**src/rtl/output_precision_selection.sv**
```systemverilog
// Reduces W-bit signed BKM results (X, Y) to the precision picked by `format`, in a 2-stage valid/ready pipeline.
// Define OUTPUT_PRECISION_ROUND_EN for round-half-up with saturation; otherwise the low bits are truncated.
module output_precision_selection #(
  parameter int W     = 16,
  parameter int CNT_W = 8
) (
  input  logic             clk,
  input  logic             rst_n,
  input  logic             clr,
  input  logic [1:0]       format,
  input  logic             in_valid,
  output logic             in_ready,
  input  logic [W-1:0]     X_in,
  input  logic [W-1:0]     Y_in,
  output logic             out_valid,
  input  logic             out_ready,
  output logic [W-1:0]     X_out,
  output logic [W-1:0]     Y_out,
  output logic [CNT_W-1:0] sat_cnt,
  output logic             fmt_err
);

  localparam int RH = W / 2;
  localparam int RQ = (3 * W) / 4;

  // Returns {saturated, reduced value}. Format 11 takes the full-width path.
  function automatic logic [W:0] reduce_fn(input logic [W-1:0] v, input logic [1:0] fmt);
    logic [W-1:0] mask;
    mask = '1;
    case (fmt)
      2'b01:   mask = {{(W-RH){1'b1}}, {RH{1'b0}}};
      2'b10:   mask = {{(W-RQ){1'b1}}, {RQ{1'b0}}};
      default: mask = '1;
    endcase
`ifdef OUTPUT_PRECISION_ROUND_EN
    begin
      logic [W:0] half;
      logic [W:0] sum;
      // The top bit of the discarded field is the half-LSB addend; zero when nothing is discarded.
      half = {1'b0, ~mask & ~(~mask >> 1)};
      sum  = {v[W-1], v} + half;
      if (!sum[W] && sum[W-1]) return {1'b1, {1'b0, {(W-1){1'b1}}} & mask};
      return {1'b0, sum[W-1:0] & mask};
    end
`else
    return {1'b0, v & mask};
`endif
  endfunction

  logic             s1_valid_q, s1_valid_d;
  logic [W-1:0]     s1_x_q, s1_x_d, s1_y_q, s1_y_d;
  logic             s2_valid_q, s2_valid_d;
  logic [W-1:0]     s2_x_q, s2_x_d, s2_y_q, s2_y_d;
  logic [CNT_W-1:0] sat_cnt_q, sat_cnt_d;
  logic             fmt_err_q, fmt_err_d;

  logic             s2_adv, s1_adv, in_fire;
  logic [W:0]       rx, ry;

  // Handshake: a transfer happens on a rising edge where valid && ready; valid never waits on ready,
  // and a held valid keeps its data stable until accepted. in_ready depends only on state and out_ready.
  always_comb begin
    s2_adv     = !s2_valid_q || out_ready;
    s1_adv     = s1_valid_q && s2_adv;
    in_ready   = !s1_valid_q || s2_adv;
    in_fire    = in_valid && in_ready;
    rx         = reduce_fn(X_in, format);
    ry         = reduce_fn(Y_in, format);

    s1_valid_d = s1_valid_q;
    s1_x_d     = s1_x_q;
    s1_y_d     = s1_y_q;
    s2_valid_d = s2_valid_q;
    s2_x_d     = s2_x_q;
    s2_y_d     = s2_y_q;
    sat_cnt_d  = sat_cnt_q;
    fmt_err_d  = fmt_err_q;

    if (in_fire) begin
      s1_valid_d = 1'b1;
      s1_x_d     = rx[W-1:0];
      s1_y_d     = ry[W-1:0];
    end else if (s1_adv) begin
      s1_valid_d = 1'b0;
    end

    if (s1_adv) begin
      s2_valid_d = 1'b1;
      s2_x_d     = s1_x_q;
      s2_y_d     = s1_y_q;
    end else if (s2_adv) begin
      s2_valid_d = 1'b0;
    end

    // One count per transaction even when both components saturate.
    if (clr) begin
      sat_cnt_d = '0;
      fmt_err_d = 1'b0;
    end else if (in_fire) begin
      if ((rx[W] || ry[W]) && (sat_cnt_q != {CNT_W{1'b1}})) sat_cnt_d = sat_cnt_q + 1'b1;
      if (format == 2'b11) fmt_err_d = 1'b1;
    end
  end

  always_ff @(posedge clk or negedge rst_n) begin
    if (!rst_n) begin
      s1_valid_q <= 1'b0;
      s1_x_q     <= '0;
      s1_y_q     <= '0;
      s2_valid_q <= 1'b0;
      s2_x_q     <= '0;
      s2_y_q     <= '0;
      sat_cnt_q  <= '0;
      fmt_err_q  <= 1'b0;
    end else begin
      s1_valid_q <= s1_valid_d;
      s1_x_q     <= s1_x_d;
      s1_y_q     <= s1_y_d;
      s2_valid_q <= s2_valid_d;
      s2_x_q     <= s2_x_d;
      s2_y_q     <= s2_y_d;
      sat_cnt_q  <= sat_cnt_d;
      fmt_err_q  <= fmt_err_d;
    end
  end

  assign out_valid = s2_valid_q;
  assign X_out     = s2_x_q;
  assign Y_out     = s2_y_q;
  assign sat_cnt   = sat_cnt_q;
  assign fmt_err   = fmt_err_q;

endmodule

```
**config.mk**
```make
export PLATFORM = sky130hd
export DESIGN_NAME = output_precision_selection
export DESIGN_NICKNAME = d
export VERILOG_FILES = /design/src/rtl/output_precision_selection.sv
export SDC_FILE = /design/constraint.sdc
export NUM_CORES = 1
export LEC_CHECK = 0
export ABC_AREA = 0
export CAP_MARGIN = 0
export CORE_ASPECT_RATIO = 1.5
export CORE_UTILIZATION = 43
export DETAILED_ROUTE_END_ITERATION = 6
export GPL_TIMING_DRIVEN = 0
export PLACE_DENSITY = 0.76
export SYNTH_ARGS = -nofsm -noshare
export SYNTH_HDL_FRONTEND = slang
export SYNTH_SLANG_ARGS = --single-unit
```
**constraint.sdc**
```tcl
create_clock -name clk -period 1.3 [get_ports clk]
set_clock_uncertainty 0.15 [all_clocks]
set_input_delay 0.13 -clock clk [delete_from_list [all_inputs] [get_ports clk]]
set_output_delay 0.13 -clock clk [all_outputs]
set_load 0.05 [all_outputs]
```
==> summary.md <==
| Metric | Value |
|---|---|
| Outcome | finished, violations left |
| Failing checks | setup timing |
| Largest cells by area after synthesis | dfrtp_1 (57%), mux2_2 (14%), o2bb2ai_2 (10%) |
| FF-to-FF End | s1_x_q[13]$_DFFE_PN0P_ |
| Clock buffer depth | 2 |
| Hold WS | 0.0213 ns |
| Dpl hpwl | 4.05 mm |
| Reg2reg setup slack | -0.15 ns |
| Crit path largest cell delay | 0.38 ns |
| DR iter-0 viols | 91 |
| Mapped cell area | 2920 µm² |
| Worst slew pin tran | 0.602 ns |
| H-tree levels | 3 |
| DR vias/cell | 5.07 |
| First-pass GRT wire length | 9.58 mm |
| Initial Utilization | 44.7% |
| Final core occ | 60.0% |
| CP Max Fanout | 7 |
| CORE AREA | 6530 µm² |
| Fin cells | 369 |
| Worst path slowest cell | dfrtp_2 |
| Asr flop ratio synth | 100% |
| Ys Warns | 0 |
| Final ANT Viol Nets | 0 |
| Ant. Diodes | 0 |
| Worst hold path depth | 3 |
| Overflow after GRT | 0 |
| Top_reg_cell synth | dfrtp_1 |
| Sequential share of the synthesized area | 57.5% |
| Hold WC Path Type | in -> reg |
| DR WL/cell | 16.3 µm |
| Sink of the worst hold path | s1_y_q[9]$_DFFE_PN0P_ |
| Setup TNS | -7.00 ns |
| Placed Area | 3760 µm² |
| Synth cell types | 22 |
| Synth Area per Inst | 15.4 µm² |
| Die H | 103 µm |
| Vias | 1,869 |
| Vias in the first global route | 1,888 |
| Die area | 7120 µm² |
| Worst IR Drop VDD | 0.906 mV |
| CP cell instances | nand2b_4 -> nor2_8 -> inv_8 -> nand2_8 -> buf_12 -> mux2_4 |
| Initial antenna violation count | 0 |
| CTS Root Cell | clkbuf_8 |
| Detailed-route DRC error count | 0 |
| Synthesis-to-finish area growth | 34.4% |
| Largest net degree at the start of global routing | 68 |
| Total wire length | 6.02 mm |
| Max-cap violation count | 0 |
| Layout cells sized above 1 | 50.9% |
| Gr usage total | 17.7% |
| FILL cells | 538 |
| Ports | 82 |
| Setup WS pre-CTS | -0.831 ns |
| FMAX | 690 MHz |
| Synth cell count leaders | dfrtp_1 (67), mux2_2 (36), o2bb2ai_2 (20) |
| Clk sinks | 67 |
| Routability cong. | 0.716 |
| CP Class | reg -> reg |
| Die width | 69.2 µm |
| Clock Latency Late Sink | 0.34 ns |
| Final nets | 329 |
| Yosys top cell by area | dfrtp_1 |
| Synth top area share | 57.5% |
| Port Buffers | 72 |
| #FFs+latches synth | 67 |
| R2R cell count | 6 |
| RSZ-0062 raised after global routing | yes |
| Inserted Clock Buffers | 9 |
| Fin. Hold Viols | 0 |
| Tot Pwr | 6.24 mW |
| Leakage | 1.82 nW |
| Clk slew on worst S/H paths | 0.07 ns |
| CP Data Required Time | 1.38 ns |
| Pins Over Slew Limit | 0 |
| CP Launch Type | flip-flop |
| CTS tree | done |
| Design Area, Final | 3920 µm² |
| Most common cell in the netlist | dfrtp_1 |
| Post-synth EDFFs | 0 |
| Slew margin rel. | 59.9% |
| Worst EP arrival | 1.53 ns |
| Row count | 36 |
| Tmin final | 1.45 ns |
| Setup violations, final | 63 |
| Fin worst setup slack | -0.149 ns |
| Pwr Density | 1590 nW/µm² |
| DP Cell Count | 345 |
| Setup crit end kind | flip-flop |
| Tcrit/Tclk final | 111% |
| Hold Startpoint | in_valid |
| Gate Count Post-Synth | 190 |
| RR Startpoint | out_valid$_DFFE_PN0P_ |
| DR pass1 iterations | 5 |
-- layer usage --
layer  wire (µm)  vias to the layer above  track usage (%)
li1            -                      862                -
met1        2670                      941             23.0
met2        3050                       57             28.2
met3         192                        9             3.42
met4         111                        0             9.11
met5           0                        -                0
-- how the worst max path moves through the flow --
stage,startpoint,endpoint,slack [ns],cells past startpoint
6_report,out_valid$_DFFE_PN0P_,s1_x_q[13]$_DFFE_PN0P_,-0.15,6
5_1_grt,out_valid$_DFFE_PN0P_,s1_x_q[12]$_DFFE_PN0P_,-0.19,6
4_1_cts,out_valid$_DFFE_PN0P_,in_ready,-0.16,4
3_5_place_dp,format[0],s1_x_q[7]$_DFFE_PN0P_,-0.83,7
3_3_place_gp,rst_n,out_valid$_DFFE_PN0P_,-2.44,1
2_1_floorplan,out_valid$_DFFE_PN0P_,s1_x_q[12]$_DFFE_PN0P_,-0.35,6
-- cells in the final DEF, fill, tap and decap left out, types with 2 or more instances in the layout --
master | synthesis | routed
buf_12 | 3 | 3
buf_2 | 3 | 35
buf_4 | 12 | 15
buf_6 | 0 | 5
buf_8 | 0 | 3
clkbuf_1 | 3 | 2
clkbuf_8 | 0 | 11
clkdlybuf4s50_1 | 0 | 36
clkinv_2 | 0 | 3
clkinvlp_4 | 0 | 2
conb_1 | 1 | 8
dfrtp_1 | 67 | 66
dlygate4sd3_1 | 0 | 2
mux2_2 | 36 | 34
mux2_4 | 4 | 6
nand3_1 | 16 | 16
nand3b_1 | 8 | 8
o2bb2ai_2 | 20 | 24
-- power by group --
group / internal (mW) / total, mW / switching (mW)
sequential: 2.45 / 2.66 / 0.203
combinational: 0.745 / 2.09 / 1.35
clock: 0.734 / 1.50 / 0.763
total: 3.93 / 6.24 / 2.31
-- flip-flops by register name, summed over array words and instances (netlist names) --
register	cells
s1_x_q	16
out_valid	1
s1_y_q	16
X_out	16
fmt_err	1
s1_valid_q	1
Y_out	16
-- layout make-up --
cell class | instances | area [µm²] | share of cell area, %
Timing Repair Buffer | 81 | 644 | 16.4
Clock buffer | 11 | 141 | 3.61
Buffer | 20 | 203 | 5.17
Tap cell | 76 | 95.1 | 2.43
Clock inverter | 5 | 30.0 | 0.766
Multi-Input combinational cell | 106 | 1110 | 28.3
Inverter | 3 | 18.8 | 0.479
Sequential cell | 67 | 1680 | 42.8
-- critical path: cells and delay by family (launching register included) --
| kind | cells | cell delay [ns] |
|---|---|---|
| simple gates | 3 | 0.30 |
| buf+inv | 2 | 0.20 |
| flops | 1 | 0.38 |
| mux | 1 | 0.30 |
-- repair_timing --
item / CTS / global route
pin swaps: 1 / 4
buffers inserted: 6 / 2
resized for setup: 190 / 11
hold endpoints to repair: 68 / 0
setup endpoints to repair: 97 / 111
hold buffers: 2 / 0
-- logic make-up (layout without fill, tap and decap cells) --
kind of cell               Yosys count  count (layout)  synth area share [%]
DFF                                 67              67                  57.5
muxes                               40              40                  16.0
adders and majority gates            2               2                 0.858
and+or+nand+nor                     31              31                  7.25
other                                1               8                 0.129
AOI/OAI and AO/OA                   25              25                  11.7
buffers and inverters               24             120                  6.61
Power figures use the tool's default switching activity.
